$ cat config.mk
export PLATFORM = sky130hd
export DESIGN_NAME = pipe_stage_skid_flat
export DESIGN_NICKNAME = d
export VERILOG_FILES = /design/src/rtl/pipe_pkg.sv /design/src/rtl/pipe_stage_skid_if.sv /design/src/rtl/pipe_stage_skid_entry.sv /design/src/rtl/pipe_stage_skid.sv /design/src/flat_wrapper.sv
export SDC_FILE = /design/constraint.sdc
export NUM_CORES = 1
export LEC_CHECK = 0
export ABC_AREA = 1
export CAP_MARGIN = 25
export CORE_ASPECT_RATIO = 0.8
export CORE_MARGIN = 3
export CORE_UTILIZATION = 45
export DETAILED_ROUTE_END_ITERATION = 8
export GPL_TIMING_DRIVEN = 0
export PLACE_DENSITY_LB_ADDON = 0.15
export SYNTH_ARGS = -nofsm -noshare
export SYNTH_HDL_FRONTEND = slang
export SYNTH_HIERARCHICAL = 1
export SYNTH_SLANG_ARGS = --single-unit
$ cat constraint.sdc
create_clock -name clk -period 4.4 [get_ports clk]
set_clock_uncertainty 0.2 [all_clocks]
set_input_delay 0.66 -clock clk [delete_from_list [all_inputs] [get_ports clk]]
set_output_delay 0.66 -clock clk [all_outputs]
set_load 0.03 [all_outputs]
$ cat src/rtl/pipe_pkg.sv
// rtl/pipe_pkg.sv - shared types, occupancy constants and counter helper for pipe_stage_skid
package pipe_pkg;

    // EMPTY: nothing held; ONE: main entry valid; TWO: main + skid valid.
    typedef enum logic [1:0] {
        EMPTY = 2'd0,
        ONE   = 2'd1,
        TWO   = 2'd2
    } pipe_state_e;

    localparam logic [1:0] OCC_EMPTY = 2'd0;
    localparam logic [1:0] OCC_ONE   = 2'd1;
    localparam logic [1:0] OCC_TWO   = 2'd2;

    // Adds inc to count, saturating at the all-ones value of a cnt_w-bit
    // counter (cnt_w must be 1..32). The caller truncates to cnt_w bits.
    function automatic logic [31:0] sat_add(input logic [31:0] count,
                                            input logic [1:0]  inc,
                                            input int unsigned cnt_w);
        logic [32:0] sum;
        logic [32:0] max;
        max = (33'd1 << cnt_w) - 33'd1;
        sum = {1'b0, count} + {31'd0, inc};
        if (sum > max) begin
            sum = max;
        end
        return sum[31:0];
    endfunction

endpackage

$ cat src/rtl/pipe_stage_skid_if.sv
// rtl/pipe_stage_skid_if.sv - valid/ready channel carrying a control field and payload
// Ports (modports):
//   master - drives valid, ctrl, data; receives ready
//   slave  - receives valid, ctrl, data; drives ready
interface pipe_stage_skid_if #(
    parameter int CTRL_W = 8,
    parameter int DATA_W = 96
);
    logic              valid;
    logic              ready;
    logic [CTRL_W-1:0] ctrl;
    logic [DATA_W-1:0] data;

    modport master (output valid, output ctrl, output data, input ready);
    modport slave  (input valid, input ctrl, input data, output ready);
endinterface

$ cat src/rtl/pipe_stage_skid_entry.sv
// rtl/pipe_stage_skid_entry.sv - one control+payload register slot with load and clear
// Ports:
//   clk, reset      - clock, synchronous active-high reset (zeroes ctrl and data)
//   load            - capture in_ctrl/in_data
//   clear           - bubble: ctrl zeroed, data zeroed only when CLEAR_DATA=1
//   in_ctrl/in_data - value to load
//   ctrl/data       - registered contents
module pipe_entry #(
    parameter int CTRL_W     = 8,
    parameter int DATA_W     = 96,
    parameter int CLEAR_DATA = 1
) (
    input  logic              clk,
    input  logic              reset,
    input  logic              load,
    input  logic              clear,
    input  logic [CTRL_W-1:0] in_ctrl,
    input  logic [DATA_W-1:0] in_data,
    output logic [CTRL_W-1:0] ctrl,
    output logic [DATA_W-1:0] data
);
    logic [CTRL_W-1:0] ctrl_q, ctrl_d;
    logic [DATA_W-1:0] data_q, data_d;

    always_comb begin
        ctrl_d = ctrl_q;
        data_d = data_q;
        if (clear) begin
            ctrl_d = '0;
            if (CLEAR_DATA != 0) begin
                data_d = '0;
            end
        end else if (load) begin
            ctrl_d = in_ctrl;
            data_d = in_data;
        end
    end

    always_ff @(posedge clk) begin
        if (reset) begin
            ctrl_q <= '0;
            data_q <= '0;
        end else begin
            ctrl_q <= ctrl_d;
            data_q <= data_d;
        end
    end

    assign ctrl = ctrl_q;
    assign data = data_q;
endmodule

$ cat src/rtl/pipe_stage_skid.sv
// rtl/pipe_stage_skid.sv - pipeline stage register with optional two-entry skid and flush
// Ports:
//   clk, reset, flush - clock, synchronous active-high reset, synchronous flush
//   in_if  (slave)    - upstream valid/ready/ctrl/data
//   out_if (master)   - downstream valid/ready/ctrl/data, always from the main entry
//   occupancy         - entries held (0..2)
//   drop_count        - saturating count of valid entries discarded by flush
module pipe_stage_skid
    import pipe_pkg::*;
#(
    parameter int CTRL_W     = 8,
    parameter int DATA_W     = 96,
    parameter int SKID       = 1,
    parameter int CLEAR_DATA = 1,
    parameter int CNT_W      = 16
) (
    input  logic              clk,
    input  logic              reset,
    input  logic              flush,
    pipe_stage_skid_if.slave  in_if,
    pipe_stage_skid_if.master out_if,
    output logic [1:0]        occupancy,
    output logic [CNT_W-1:0]  drop_count
);
    pipe_state_e       state_q, state_d;
    logic [CNT_W-1:0]  drop_count_q, drop_count_d;
    logic              in_ready_w, out_valid_w, in_fire, out_fire;
    logic              main_load, main_clear, main_from_skid;
    logic              skid_load, skid_clear;
    logic [1:0]        occ_w, drop_inc;
    logic [CTRL_W-1:0] main_ctrl, skid_ctrl, main_in_ctrl;
    logic [DATA_W-1:0] main_data, skid_data, main_in_data;

    assign out_valid_w = (state_q != EMPTY);

    if (SKID != 0) begin : g_rdy_reg
        // Decoded from the state register only: no path from out_ready.
        assign in_ready_w = (state_q != TWO) && !reset;
    end else begin : g_rdy_comb
        assign in_ready_w = (!out_valid_w || out_if.ready) && !reset;
    end

    assign in_fire  = in_if.valid && in_ready_w;
    assign out_fire = out_valid_w && out_if.ready;

    always_comb begin
        occ_w = OCC_EMPTY;
        case (state_q)
            ONE:     occ_w = OCC_ONE;
            TWO:     occ_w = OCC_TWO;
            default: occ_w = OCC_EMPTY;
        endcase
    end

    always_comb begin
        state_d        = state_q;
        main_load      = 1'b0;
        main_clear     = 1'b0;
        main_from_skid = 1'b0;
        skid_load      = 1'b0;
        skid_clear     = 1'b0;
        drop_inc       = 2'd0;
        drop_count_d   = drop_count_q;
        if (flush) begin
            // An entry leaving downstream this cycle is delivered, not dropped.
            state_d      = EMPTY;
            main_clear   = 1'b1;
            skid_clear   = 1'b1;
            drop_inc     = occ_w + {1'b0, in_fire} - {1'b0, out_fire};
            drop_count_d = CNT_W'(sat_add(32'(drop_count_q), drop_inc, CNT_W));
        end else begin
            case (state_q)
                EMPTY: begin
                    if (in_fire) begin
                        main_load = 1'b1;
                        state_d   = ONE;
                    end
                end
                ONE: begin
                    if (in_fire && out_fire) begin
                        main_load = 1'b1;
                    end else if (in_fire && SKID != 0) begin
                        skid_load = 1'b1;
                        state_d   = TWO;
                    end else if (out_fire) begin
                        main_clear = 1'b1;
                        state_d    = EMPTY;
                    end
                end
                TWO: begin
                    if (out_fire) begin
                        main_load      = 1'b1;
                        main_from_skid = 1'b1;
                        skid_clear     = 1'b1;
                        state_d        = ONE;
                    end
                end
                default: state_d = EMPTY;
            endcase
        end
    end

    always_ff @(posedge clk) begin
        if (reset) begin
            state_q      <= EMPTY;
            drop_count_q <= '0;
        end else begin
            state_q      <= state_d;
            drop_count_q <= drop_count_d;
        end
    end

    assign main_in_ctrl = main_from_skid ? skid_ctrl : in_if.ctrl;
    assign main_in_data = main_from_skid ? skid_data : in_if.data;

    pipe_entry #(.CTRL_W(CTRL_W), .DATA_W(DATA_W), .CLEAR_DATA(CLEAR_DATA)) u_main (
        .clk     (clk),
        .reset   (reset),
        .load    (main_load),
        .clear   (main_clear),
        .in_ctrl (main_in_ctrl),
        .in_data (main_in_data),
        .ctrl    (main_ctrl),
        .data    (main_data)
    );

    if (SKID != 0) begin : g_skid
        pipe_entry #(.CTRL_W(CTRL_W), .DATA_W(DATA_W), .CLEAR_DATA(CLEAR_DATA)) u_skid (
            .clk     (clk),
            .reset   (reset),
            .load    (skid_load),
            .clear   (skid_clear),
            .in_ctrl (in_if.ctrl),
            .in_data (in_if.data),
            .ctrl    (skid_ctrl),
            .data    (skid_data)
        );
    end else begin : g_no_skid
        logic unused_skid;
        assign skid_ctrl   = '0;
        assign skid_data   = '0;
        assign unused_skid = skid_load ^ skid_clear;
    end

    assign in_if.ready  = in_ready_w;
    assign out_if.valid = out_valid_w;
    assign out_if.ctrl  = main_ctrl;
    assign out_if.data  = main_data;
    assign occupancy    = occ_w;
    assign drop_count   = drop_count_q;
endmodule

$ cat src/flat_wrapper.sv
// flat-port wrapper written by rule: the top's interface ports become plain ports
module pipe_stage_skid_flat import pipe_pkg::*;
#(
    parameter int CTRL_W     = 8,
    parameter int DATA_W     = 96,
    parameter int SKID       = 1,
    parameter int CLEAR_DATA = 1,
    parameter int CNT_W      = 16
)
  (clk, reset, flush, occupancy, drop_count, in_if_valid, in_if_ctrl, in_if_data, in_if_ready, out_if_valid, out_if_ctrl, out_if_data, out_if_ready);
  pipe_stage_skid_if #(.CTRL_W(CTRL_W), .DATA_W(DATA_W)) in_if_i ();
  pipe_stage_skid_if #(.CTRL_W(CTRL_W), .DATA_W(DATA_W)) out_if_i ();
  input  logic clk;
  input  logic reset;
  input  logic flush;
  output logic [1:0] occupancy;
  output logic [CNT_W-1:0] drop_count;
  input wire logic [$bits(in_if_i.valid)-1:0] in_if_valid;
  input wire logic [$bits(in_if_i.ctrl)-1:0] in_if_ctrl;
  input wire logic [$bits(in_if_i.data)-1:0] in_if_data;
  output wire logic [$bits(in_if_i.ready)-1:0] in_if_ready;
  output wire logic [$bits(out_if_i.valid)-1:0] out_if_valid;
  output wire logic [$bits(out_if_i.ctrl)-1:0] out_if_ctrl;
  output wire logic [$bits(out_if_i.data)-1:0] out_if_data;
  input wire logic [$bits(out_if_i.ready)-1:0] out_if_ready;
  assign in_if_i.valid = in_if_valid;
  assign in_if_i.ctrl = in_if_ctrl;
  assign in_if_i.data = in_if_data;
  assign in_if_ready = in_if_i.ready;
  assign out_if_valid = out_if_i.valid;
  assign out_if_ctrl = out_if_i.ctrl;
  assign out_if_data = out_if_i.data;
  assign out_if_i.ready = out_if_ready;
  pipe_stage_skid #(.CTRL_W(CTRL_W), .DATA_W(DATA_W), .SKID(SKID), .CLEAR_DATA(CLEAR_DATA), .CNT_W(CNT_W)) u_core (.clk(clk), .reset(reset), .flush(flush), .in_if(in_if_i), .out_if(out_if_i), .occupancy(occupancy), .drop_count(drop_count));
endmodule
==> impl_metrics.env, run 1 <==
export IMPL_outcome="completed"
export IMPL_drive_above_1_share_pct=12.5
export IMPL_portBuffers=232
export IMPL_setup_slack_ns=0.751
export IMPL_pre_cts_ws_ns=0.238
export IMPL_placed_cell_area_mm2=0.0140
export IMPL_hp_class="reg2reg"
export IMPL_required_ns=4.66
export IMPL_grt_usage_pct=21.0
export IMPL_grt_max_degree=14
export IMPL_path_cells="clkdlybuf4s50_1 -> nor2_1 -> nand2_1 -> ha_1 -> inv_1 -> ha_1 -> ha_1 -> inv_1 -> fa_1 -> inv_1 -> nand2_1 -> nor2_2 -> nand2_1 -> nor2_1 -> nand2_1 -> nor2_1 -> nor2_1 -> nor2_1"
export IMPL_cpPeakStageDelay_ns=0.51
export IMPL_drc=0
export IMPL_setup_violations=0
export IMPL_grt_ovfl_total=0
export IMPL_drt_first_pass_iters=5
export IMPL_ioPinCount=233
export IMPL_synth_top_area_share_pct=40.1
export IMPL_insertedDiodeCount=0
export IMPL_r2r_start="u_core/state_q[1]"
export IMPL_place_congestion=0.848
export IMPL_slew_violations=0
export IMPL_antenna_found_initial=3
export IMPL_final_setup_tns_ns=0
export IMPL_post_cts_buffers=0
export IMPL_fp_dieArea_mm2=0.0270
export IMPL_synth_net_count=1754
export IMPL_mostFrequentLayoutCells="nand2_1 (468), nor2_1 (464), clkdlybuf4s50_1 (232)"
export IMPL_max_slew_worst_pin_slew_ns=0.458
export IMPL_viasPerCell=4.44
export IMPL_cts_tree="built"
export IMPL_yosysUniqueCellTypes=25
export IMPL_finalInstanceArea_mm2=0.0149
export IMPL_ys_warn_count=6
export IMPL_cp_num_buf_inv=4
export IMPL_floorplan_rows=51
export IMPL_clk_pin_slew_worst_paths_ns=0.06
export IMPL_grt_first_pass_wirelength_um=46700
export IMPL_finalHoldViolCount=0
export IMPL_finalCritPeriodShare_pct=82.9
export IMPL_ys_ff_latch=226
export IMPL_start_kind="primary input"
export IMPL_power_leakage_nw=6.76
export IMPL_wl_per_cell_um=13.0
export IMPL_critical_path_class="in2reg"
export IMPL_initial_core_util_pct=46.1
export IMPL_final_antenna_net_count=0
export IMPL_end_kind="register"
export IMPL_max_freq_mhz=274
export IMPL_vdd_drop_max_v=0.000243
export IMPL_min_path_cells=2
export IMPL_synth_area_leaders="dfxtp_1 (40%), nand2_1 (16%), nor2_1 (15%), mux2_4 (8.0%), inv_1 (7.6%)"
export IMPL_cts_htree_levels=1
export IMPL_synth_seq_area_share_pct=40.1
export IMPL_path_max_fanout=5
export IMPL_period_minus_slack_ns=3.65
export IMPL_crit_slowest_cell="clkdlybuf4s50_1"
export IMPL_cts_resized=0
export IMPL_dp_hpwl_um=20900
export IMPL_ff2ff_setup_slack_ns=0.98
export IMPL_clock_sinks=226
export IMPL_powerDensity_mw_per_mm2=327
export IMPL_rr_endpoint="u_core/drop_count[12]"
export IMPL_areaGrowthSynthToFinish_pct=31.7
export IMPL_grt_pass1_vias=9215
export IMPL_die_height_um=148
export IMPL_r2r_cells=19
export IMPL_rsz0062_at_grt="no"
export IMPL_synth_largest_area_cell="dfxtp_1"
export IMPL_ctsHoldBuffers=0
export IMPL_synth_area_per_cell_um2=6.89
export IMPL_layout_nets=2013
export IMPL_cts_root_buf="clkbuf_16"
export IMPL_final_common_cell="nand2_1"
export IMPL_die_w_um=183
export IMPL_cts_max_path_buffers=3
export IMPL_core_mm2=0.0245
export IMPL_netlist_area_mm2=0.0113
export IMPL_drt_iter0_markers=500
export IMPL_drv_cap=0
export IMPL_total_power_mw=4.87
export IMPL_numCtsBuffers=25
export IMPL_relSlewSlack_pct=69.5
export IMPL_placed_cells=2190
export IMPL_vias=9932
export IMPL_wl_um=29000
export IMPL_clkLatencyLatePin_ns=0.52
export IMPL_stdcell_count=2236
export IMPL_cp_top_family="simple AND/OR/NAND/NOR gates"
export IMPL_arrival_ns=3.91
export IMPL_crit_top_cell="nor2_1"
export IMPL_min_from="u_core/u_main/ctrl[6]"
export IMPL_synthCells=1640
export IMPL_holdPathEnd="u_core/u_main/ctrl[6]"
how the worst max path moves through the flow:
stage	start	to	slack (ns)	cells past startpoint
3_3_place_gp	reset	u_core/drop_count[11]	0.33	18
5_1_grt	reset	u_core/drop_count[1]	0.44	18
4_1_cts	reset	u_core/drop_count[12]	0.78	18
3_5_place_dp	reset	u_core/drop_count[12]	0.24	18
6_report	reset	u_core/drop_count[12]	0.75	18
2_1_floorplan	reset	u_core/drop_count[11]	0.74	17
routing by layer:
| metal | GRT usage, % | up-vias | part of all wire [%] |
|---|---|---|---|
| li1 | - | 5325 | - |
| met4 | 3.81 | 6 | 1.6 |
| met5 | 0 | - | 0.15 |
| met1 | 29.3 | 4348 | 49 |
| met3 | 5.04 | 36 | 6.2 |
| met2 | 33.5 | 217 | 43 |
sequential cells by signal, summed over array words and instances (netlist names):
signal and count:
u_core/u_main/ctrl 8, u_core/g_skid.u_skid/ctrl 8, u_core/u_main/data 96, u_core/g_skid.u_skid/data 96, u_core/state_q 2, u_core/drop_count 16
synth_stat cells:
library cell	n
nand3_2	1
nor3_1	2
a21oi_1	4
nor2_1	464
mux2_2	44
o21bai_2	1
nor2_4	1
buf_4	10
xor2_1	4
nand2_1	468
mux2_4	60
ha_1	4
nor2_2	4
inv_1	230
inv_2	2
fa_1	1
clkbuf_1	3
nand3_1	11
xnor2_1	5
buf_2	48
dfxtp_1	226
a211oi_1	1
buf_6	23
o21ai_0	19
nand4_1	4
report_power, final:
group / internal (mW) / total (mW) / switching (mW)
Clock: 1.29 / 2.16 / 0.869
Sequential: 2.08 / 2.11 / 0.0275
Combinational: 0.294 / 0.596 / 0.302
Total: 3.67 / 4.87 / 1.20
logic make-up (layout without fill, tap and decap cells):
group | Yosys count | count (layout) | synth area share [%]
fa+ha+maj | 5 | 5 | 0.620
mux | 104 | 104 | 12.4
simple gates | 955 | 955 | 32.2
buf+inv | 316 | 594 | 12.9
compound gates | 25 | 25 | 1.19
xor+xnor | 9 | 9 | 0.698
flops | 226 | 226 | 40.1
worst register-to-register path: cells and delay by family, from the launching register on:
kind | cells | cell delay (ns)
AND/OR/NAND/NOR | 11 | 1.38
adder cells (fa/ha/maj) | 4 | 1.16
flip-flops | 1 | 0.33
buffers and inverters | 4 | 0.26
stage by stage:
stage / hold slack (ns) / utilization (%)
final: 0.267 / 60.7
after global routing: 0.277 / 60.7
after CTS: 0.270 / 60.7
after detailed placement: 0.262 / 57.2
after global placement: 0.255 / 57.2
after floorplan: 0.245 / -
area by class of cell:
cell class,instances,area [um^2]
tap,318,398
sequential,226,4520
multi-input combinational,1098,5310
clock inverter,13,125
timing repair buffer,232,2320
clock buffer,33,736
buffer,84,586
inverter,232,871
fill,2301,9630
Power figures use the tool's default switching activity.
==> inputs of run 2 (changes only) <==
- clock period: 4.4 -> 3.05 ns (I/O delays scaled with it)
==> run 2 against run 1 <==
Against the previous run: largest cell class unchanged; critical path depth unchanged; total power up 39%; first-iteration DRC count down 5.2%; core utilization up 0.31 points; highest routed layer unchanged; worst hold slack worse by 0.20 ns; via count up 0.80%; routed wire length up 1.1%.
==> impl_metrics.env, run 2 (synthesis gave the netlist of run 1 again) <==
export IMPL_outcome="completed"
export IMPL_cts_tree="built"
export IMPL_antenna_found_initial=3
export IMPL_period_minus_slack_ns=2.96
export IMPL_multi_input_area_mm2=0.00541
export IMPL_finalCritPeriodShare_pct=96.9
export IMPL_wl_um=29300
export IMPL_portBuffers=232
export IMPL_powerDensity_mw_per_mm2=452
export IMPL_ff2ff_setup_slack_ns=0.09
export IMPL_pre_cts_ws_ns=-0.672
export IMPL_numCtsBuffers=25
export IMPL_vdd_drop_max_v=0.000313
export IMPL_layout_nets=2023
export IMPL_placed_cells=2190
export IMPL_power_leakage_nw=6.76
export IMPL_stdcell_count=2245
export IMPL_drive_above_1_share_pct=13.2
export IMPL_max_slew_worst_pin_slew_ns=0.478
export IMPL_final_antenna_net_count=0
export IMPL_grt_max_degree=13
export IMPL_mostFrequentLayoutCells="nand2_1 (466), nor2_1 (457), clkdlybuf4s50_1 (230)"
export IMPL_final_setup_tns_ns=0
export IMPL_wl_per_cell_um=13.1
export IMPL_initial_core_util_pct=46.1
export IMPL_viasPerCell=4.46
export IMPL_vias=10011
export IMPL_finalHoldViolCount=0
export IMPL_setup_violations=0
export IMPL_die_height_um=148
export IMPL_path_max_fanout=5
export IMPL_clkLatencyLatePin_ns=0.51
export IMPL_cts_root_buf="clkbuf_16"
export IMPL_ctsHoldBuffers=0
export IMPL_place_congestion=0.818
export IMPL_drc=0
export IMPL_relSlewSlack_pct=68.0
export IMPL_grt_ovfl_total=0
export IMPL_die_w_um=183
export IMPL_grt_usage_pct=21.0
export IMPL_cts_max_path_buffers=3
export IMPL_final_common_cell="nand2_1"
export IMPL_setup_slack_ns=0.0940
export IMPL_core_mm2=0.0245
export IMPL_n_fill_cell=2285
export IMPL_fp_dieArea_mm2=0.0270
export IMPL_start_kind="register"
export IMPL_grt_pass1_vias=9058
export IMPL_clock_sinks=226
export IMPL_drt_first_pass_iters=5
export IMPL_grt_first_pass_wirelength_um=46500
export IMPL_slew_violations=0
export IMPL_final_seq_area_mm2=0.00453
export IMPL_clk_pin_slew_worst_paths_ns=0.06
export IMPL_dp_hpwl_um=20900
export IMPL_cts_htree_levels=1
export IMPL_drv_cap=0
export IMPL_end_kind="register"
export IMPL_hp_class="in2reg"
export IMPL_drt_iter0_markers=474
export IMPL_areaGrowthSynthToFinish_pct=32.4
export IMPL_final_util_pct=61.0
export IMPL_floorplan_rows=51
export IMPL_ioPinCount=233
export IMPL_required_ns=3.30
export IMPL_max_freq_mhz=338
export IMPL_arrival_ns=3.20
export IMPL_critical_path_class="reg2reg"
## run 2: cell count changes in the layout (fill, tap and decap cells not counted), moves of 3 or more
cell      change
nor2_2        +3
ha_1          -3
ha_4          +3
nor2_4        +4
clkbuf_1     +12
nor2_1        -7
inv_2         +3
clkinv_2      -8
buf_4         +9
inv_1         -3
## run 2: path summary, 6_finish.rpt
check                               from                     end  cells past startpoint
hold reg to reg   u_core/u_main/data[44]  u_core/u_main/data[44]                      2
setup / recovery       u_core/state_q[1]    u_core/drop_count[9]                     18
setup reg to reg       u_core/state_q[1]    u_core/drop_count[9]                     18
hold / removal              out_if_ready       u_core/state_q[1]                      2
## run 2: layout make-up
cell class / instances / share of cell area [%]
Inverter: 232 / 5.82
Buffer: 84 / 3.94
Tap cell: 318 / 2.66
Clock buffer: 43 / 5.04
Timing Repair Buffer: 242 / 16.0
Multi-Input combinational cell: 1098 / 36.2
Sequential cell: 226 / 30.3
Clock inverter: 1 / 0.0335
Antenna cell: 1 / 0.0167
## run 2: worst max-delay path, stage by stage, from the launching register on
cell	delay (ns)
dfxtp_2	0.34
inv_2	0.08
nor2_4	0.05
nor2_4	0.14
nand2_4	0.08
ha_4	0.27
inv_2	0.04
ha_4	0.26
ha_4	0.13
inv_2	0.03
fa_2	0.34
inv_2	0.08
nand2_4	0.05
nor2_1	0.08
nand4_1	0.13
o21bai_2	0.27
buf_6	0.18
nor2_1	0.05
nor2_1	0.10
## run 2: repair_timing
item,in CTS,in global routing
resized for setup,7,16
pin swaps,5,10
cloned,1,0
setup buffers,7,2
endpoints found under the setup margin,13,16
## run 2: metrics by stage
stage | hold WS (ns) | area [um^2] | power, mW
after floorplan | 0.245 | 11300 | 3.62
after global placement | 0.255 | 14000 | 3.97
after detailed placement | 0.261 | 14000 | 3.97
after CTS | 0.269 | 14900 | 6.82
after global routing | 0.0999 | 15000 | 7.05
final | 0.0636 | 15000 | 6.75
## run 2: per-layer routing
layer  GRT usage (%)  wire length [um]
met1            29.7             14200
met2            33.4             12900
met3            4.35              1710
met4            4.07               459
met5               0                34
## run 2: report_power, final
group / switching (mW) / internal, mW / leakage [nW]
Clock: 1.16 / 1.66 / 0.369
Sequential: 0.0418 / 3.00 / 1.83
Combinational: 0.450 / 0.437 / 4.56
